**src/rtl/sprite_compositor.sv**
```systemverilog
// Composites NUM_SPRITES double-buffered sprites over the tile layer and background.
// Output colour is registered with a fixed two-clock latency from the pixel inputs.
module sprite_compositor #(
    parameter int NUM_SPRITES = 4,
    parameter int SPRITE_SIZE = 32,
    parameter int TILE_SIZE   = 32,
    parameter int Y_OFFSET    = 35,
    parameter int BLINK_BIT   = 3
) (
    input  logic                      clk,
    input  logic                      reset,
    input  logic                      frameStart,
    input  logic                      bright,
    input  logic [9:0]                hCount,
    input  logic [9:0]                vCount,
    input  logic [2:0]                blockType,
    input  logic [11:0]               bgColor,
    input  logic [20*NUM_SPRITES-1:0] spritePos,
    input  logic [12*NUM_SPRITES-1:0] spriteColor,
    input  logic [NUM_SPRITES-1:0]    spriteEn,
    input  logic [NUM_SPRITES-1:0]    spriteBlink,
    input  logic                      updReq,
    output logic                      updAck,
    output logic                      collideFlag,
    output logic [11:0]               rgb
);

    localparam logic [10:0] SPAN = 11'(SPRITE_SIZE - 1);

    logic [NUM_SPRITES-1:0][9:0]  actX;
    logic [NUM_SPRITES-1:0][9:0]  actY;
    logic [NUM_SPRITES-1:0][11:0] actColor;
    logic [NUM_SPRITES-1:0]       actEn;
    logic [NUM_SPRITES-1:0]       actBlink;
    logic                         pending;
    logic [5:0]                   frameCnt;
    logic                         commit;

    logic [NUM_SPRITES-1:0] hitVec;
    logic [11:0]            winColor;
    logic [9:0]             tileDiff;
    logic                   fgNow;
    logic                   slabNow;

    logic [NUM_SPRITES-1:0] s1Hit;
    logic [11:0]            s1Color;
    logic                   s1Fg;
    logic                   s1Slab;
    logic                   s1Bright;
    logic [11:0]            s1Bg;
    logic                   sticky;
    logic                   collideTerm;

    assign commit = frameStart & (pending | updReq);

    always_ff @(posedge clk) begin
        if (reset) begin
            actX     <= '0;
            actY     <= '0;
            actColor <= '0;
            actEn    <= '0;
            actBlink <= '0;
            pending  <= 1'b0;
            updAck   <= 1'b0;
            frameCnt <= '0;
        end else begin
            updAck <= commit;
            if (commit) begin
                for (int unsigned i = 0; i < NUM_SPRITES; i++) begin
                    actX[i]     <= spritePos[20*i+10 +: 10];
                    actY[i]     <= spritePos[20*i +: 10];
                    actColor[i] <= spriteColor[12*i +: 12];
                end
                actEn    <= spriteEn;
                actBlink <= spriteBlink;
                pending  <= 1'b0;
            end else if (updReq) begin
                pending <= 1'b1;
            end
            if (frameStart)
                frameCnt <= frameCnt + 6'd1;
        end
    end

    // 11-bit compares so a sprite near the right or top edge clips instead of wrapping.
    always_comb begin
        hitVec = '0;
        for (int unsigned i = 0; i < NUM_SPRITES; i++) begin
            hitVec[i] = actEn[i] && !(actBlink[i] && frameCnt[BLINK_BIT])
                && ({1'b0, hCount} >= {1'b0, actX[i]})
                && ({1'b0, hCount} <= {1'b0, actX[i]} + SPAN)
                && ({1'b0, vCount} <= {1'b0, actY[i]})
                && ({1'b0, vCount} + SPAN >= {1'b0, actY[i]});
        end
    end

    // Scan from the highest index down so the lowest-index hit is the last write.
    always_comb begin
        winColor = '0;
        for (int unsigned i = 0; i < NUM_SPRITES; i++) begin
            if (hitVec[NUM_SPRITES-1-i])
                winColor = actColor[NUM_SPRITES-1-i];
        end
    end

    always_comb begin
        tileDiff = vCount - 10'(Y_OFFSET);
        fgNow    = (blockType == 3'd1);
        slabNow  = (blockType == 3'd2)
                && ((tileDiff & 10'(TILE_SIZE - 1)) < 10'(TILE_SIZE / 2));
    end

    assign collideTerm = s1Hit[0] & s1Fg & s1Bright;

    always_ff @(posedge clk) begin
        if (reset) begin
            s1Hit       <= '0;
            s1Color     <= '0;
            s1Fg        <= 1'b0;
            s1Slab      <= 1'b0;
            s1Bright    <= 1'b0;
            s1Bg        <= '0;
            rgb         <= '0;
            sticky      <= 1'b0;
            collideFlag <= 1'b0;
        end else begin
            s1Hit    <= hitVec;
            s1Color  <= winColor;
            s1Fg     <= fgNow;
            s1Slab   <= slabNow;
            s1Bright <= bright;
            s1Bg     <= bgColor;

            if (!s1Bright)
                rgb <= 12'h000;
            else if (|s1Hit)
                rgb <= s1Color;
            else if (s1Fg)
                rgb <= 12'h00F;
            else if (s1Slab)
                rgb <= 12'h0F0;
            else
                rgb <= s1Bg;

            if (frameStart) begin
                collideFlag <= sticky | collideTerm;
                sticky      <= 1'b0;
            end else begin
                sticky <= sticky | collideTerm;
            end
        end
    end

endmodule
```
**config.mk**
```make
export PLATFORM = sky130hd
export DESIGN_NAME = sprite_compositor
export DESIGN_NICKNAME = d
export VERILOG_FILES = /design/src/rtl/sprite_compositor.sv
export SDC_FILE = /design/constraint.sdc
export NUM_CORES = 1
export LEC_CHECK = 0
export BUFFER_PORTS_ARGS = -buffer_cell sky130_fd_sc_hd__buf_4
export CORE_UTILIZATION = 57
export CTS_CLUSTER_DIAMETER = 50
export CTS_CLUSTER_SIZE = 40
export DETAILED_ROUTE_END_ITERATION = 10
export PLACE_DENSITY_LB_ADDON = 0.05
export SETUP_SLACK_MARGIN = 0.4
export SYNTH_ARGS = -nofsm -noshare
export SYNTH_HDL_FRONTEND = slang
export SYNTH_SLANG_ARGS = --single-unit
```
**constraint.sdc**
```tcl
create_clock -name clk -period 4.6 [get_ports clk]
set_input_delay 0.46 -clock clk [delete_from_list [all_inputs] [get_ports clk]]
set_output_delay 0.46 -clock clk [all_outputs]
set_load 0.02 [all_outputs]
```
==> implementation parameters <==
Parameter                              Value

STA
  Relative slew slack    0.272
  Min Clock Period, post-route    3.91 ns
  Final Cycle Share    0.851
  Unrepaired setup endpoints after global routing    false
  Maximum clock skew at final layout    0.0107 ns
  Final setup violation count    0
  Final hold violation count    0
  Fmax    255 MHz
  Fin Setup TNS    0 ns
  Final number of max-transition violations    0
  Smallest hold slack    0.173 ns
  Measured slew at the worst slew-check pin    1.08 ns

Synthesis
  Post-synthesis cell type count    57
  Synthesized area    10400 µm²
  Share of cell area taken by muxes after synthesis    0.000961
  Register bit total from synthesis    187
  Cell taking the most area after synthesis    sky130_fd_sc_hd__dfxtp_1
  Cell types with the largest area share after synthesis    sky130_fd_sc_hd__dfxtp_1 36%, sky130_fd_sc_hd__ha_1 20%, sky130_fd_sc_hd__a22o_1 12%, sky130_fd_sc_hd__xnor2_1 3.1%, sky130_fd_sc_hd__inv_1 3.1%
  Yosys Warn Count    0
  Async SR Flop Fraction    0
  Post-Syn Nets    1424
  Most used DFF post-synth    sky130_fd_sc_hd__dfxtp_1
  Main combinational cell family by area after synthesis    compound AO/OA/AOI/OAI gates
  Register area share after synthesis    0.359
  Compound-gate portion of the synthesized area    0.242
  Avg Inst Size Synth    9.63 µm²
  Fraction of synthesized cell area in xor and xnor cells    0.0362
  Number of synthesized flops with an enable pin    0
  Area share of the largest cell type after synthesis    0.359
  Simple-gate portion of the synthesized area    0.113
  Synthesized-area fraction occupied by adder cells    0.201
  Cells after synthesis    1081

Detailed routing
  DR vias/cell    5.92
  DR vias    8848
  Average routed wire per standard cell    18.2 µm
  Initial detailed-routing violation count    438
  Length of the first detailed-routing pass in iterations    6
  Sum of routed wire length over all layers    27100 µm
  Remaining DRCs    0
  Number of nets still failing antenna checks after routing    0

Clock network
  Clock latency reported for the late side of the worst-skew pair    0.44 ns
  Post-CTS setup buffer count    0
  Number of H-tree branching levels    4
  Maximum clock insertion buffer count    2
  Clk slew on worst S/H paths    0.08 ns
  Hold buffer count at CTS    0
  Clock tree from TritonCTS    yes
  Post-cts gate resize count    1
  Number of buffers inserted during clock tree synthesis    17
  Clock Sinks    187
  Clock tree root buffer cell    sky130_fd_sc_hd__clkbuf_16

Hold path
  Min-delay worst type    in2reg
  Startpoint of the worst hold path    blockType[2]
  Worst hold path stage count    2
  End point of the most critical hold path    s1Slab$_SDFF_PP0_

Setup path
  R2R Path End    s1Color[0]$_SDFF_PP0_
  R2R setup slack    0.69 ns
  Type of the setup path with the least slack    reg2reg
  Kind of start point of the critical path    flop
  Critical path peak fanout    12
  Critical-path cell with the highest stage delay    sky130_fd_sc_hd__nor2_2
  Critical Path, Cell by Cell    inv_1 > ha_1 > a21o_1 > or3_1 > xnor2_1 > ha_1 > a21o_1 > a211o_1 > a211oi_1 > nor3_1 > a2111o_1 > nor2_2 > a221oi_1 > o21ai_0
  R2R cell count    14
  Reg-to-reg critical path startpoint    actX[20]$_SDFFE_PP0P_
  Maximum single-stage delay on the critical path    0.60 ns
  Endpoint required time on the critical path    4.96 ns
  Sort of element at the end of the critical path    flop
  Number of buffer and inverter instances along the worst setup path    1
  Delay-heaviest family, CP    compound AO/OA/AOI/OAI gates
  Endpoint arrival time on the critical path    4.27 ns

Pwr
  Power Dens Cells    323 nW/µm²
  Peak supply drop    265 µV
  Static Leak    5.49 nW

Finish
  Final layout net count    1595
  Count of fill cells added during filler insertion    1439
  Antenna diodes    0
  Most common cell after layout, fill and taps aside    sky130_fd_sc_hd__buf_4
  Fraction of final layout cells sized beyond drive strength 1    0.195
  Layout area overhead    21.4%
  Commonest cells after routing, fill and taps aside    194 x sky130_fd_sc_hd__buf_4, 187 x sky130_fd_sc_hd__dfxtp_1, 167 x sky130_fd_sc_hd__ha_1

GRT
  Via count of the first global-routing pass    8346
  Largest net degree at the start of global routing    60
  Total routing resource utilization after global routing    0.292
  First-pass GRT wire length    41800 µm
  Number of antenna violations at the first check in global routing    0
  GR Overflow Total    0

Place
  Input/output buffers    189
  Half-perimeter wire length after detailed placement    20800 µm
  Weighted congestion reported at the end of routability-driven placement    0.879

Floorplanning
  I/O pin total    190
  Vertical extent of the die    137 µm
  Number of core rows    49
  Overall die width    137 µm
  Starting Density    0.580
  Overall die area    18800 µm²
  Core region area    18000 µm²

Flow run
  Number of maximum-capacitance constraint violations    0

Status
  Result of the run    completed
-- registers in the layout, summed over array words and instances (netlist names) --
name / count
s1Hit: 4
actBlink: 4
actEn: 4
actColor: 48
actY: 40
frameCnt: 4
s1Color: 12
collideFlag: 1
rgb: 12
s1Slab: 1
s1Bright: 1
actX: 40
sticky: 1
s1Fg: 1
pending: 1
s1Bg: 12
updAck: 1
-- worst max path at each step --
stage	depth (start not counted)	endpoint	slack [ns]	start
after floorplan	15	s1Color[10]$_SDFF_PP0_	1.18	actX[20]$_SDFFE_PP0P_
after global routing	14	s1Color[0]$_SDFF_PP0_	0.46	actX[20]$_SDFFE_PP0P_
after detailed placement	14	s1Color[0]$_SDFF_PP0_	0.32	actX[20]$_SDFFE_PP0P_
after global placement	14	s1Color[11]$_SDFF_PP0_	0.48	actX[20]$_SDFFE_PP0P_
after CTS	14	s1Color[0]$_SDFF_PP0_	0.67	actX[20]$_SDFFE_PP0P_
final	14	s1Color[0]$_SDFF_PP0_	0.69	actX[20]$_SDFFE_PP0P_
-- power breakdown --
part	switching [W]	leakage [nW]	internal (W)
clock	0.000768	0.299	0.000745
combinational	0.000423	3.66	0.000393
sequential	0.0000595	1.53	0.00170
total	0.00125	5.49	0.00284
-- worst reg2reg max path: cells and delay by family (launching register included) --
family | cells | cell delay (ns)
simple gates | 3 | 1.00
fa+ha+maj | 2 | 0.55
xor+xnor | 1 | 0.13
flops | 1 | 0.41
buf+inv | 1 | 0.09
compound gates | 7 | 1.64
-- metal layers --
layer	track usage	vias to the layer above	routed length [µm]
met5	0	-	0
met2	0.478	265	12500
met3	0.0625	79	1490
li1	-	4387	-
met4	0.132	0	1040
met1	0.366	4117	12100
-- kinds of logic after synthesis --
| kind of cell | after synthesis |
|---|---|
| AO/OA/AOI/OAI | 326 |
| multiplexers | 1 |
| XOR/XNOR | 43 |
| AND/OR/NAND/NOR | 228 |
| buffers and inverters | 129 |
| adder cells (fa/ha/maj) | 167 |
| flip-flops | 187 |
-- per-stage QoR --
stage	area, µm²	std cells	worst slack, ns	utilization	total power [W]
global route	12600	1494	0.460	0.704	0.00428
detailed placement	12000	1462	0.324	0.669	0.00259
floorplan	10400	1081	1.18	-	0.00229
CTS	12600	1494	0.667	0.704	0.00409
global placement	12000	1462	0.482	0.669	0.00258
finish	12600	1494	0.685	0.704	0.00409
-- synth_stat cells, drive strengths merged, types with 7 or more instances --
cell type,instances
a21oi,52
a22o,137
nor2,41
ha,167
o21ai,41
clkbuf,37
a211oi,13
nor3,24
nor2b,19
nand2,54
nand3,27
inv,86
xnor2,37
nand4,32
a21o,20
dfxtp,187
a221oi,13
o21a,7
a211o,7
-- area by class of cell --
cell class	count	area [µm²]	share of cell area
Multi-Input combinational cell	765	6190	0.490
Sequential cell	187	3740	0.296
Timing Repair Buffer	195	1480	0.117
Clock buffer	17	425	0.0336
Inverter	86	323	0.0255
Tap cell	229	287	0.0227
Clock inverter	15	196	0.0155
Note: power is estimated with default switching activity, not from simulation.
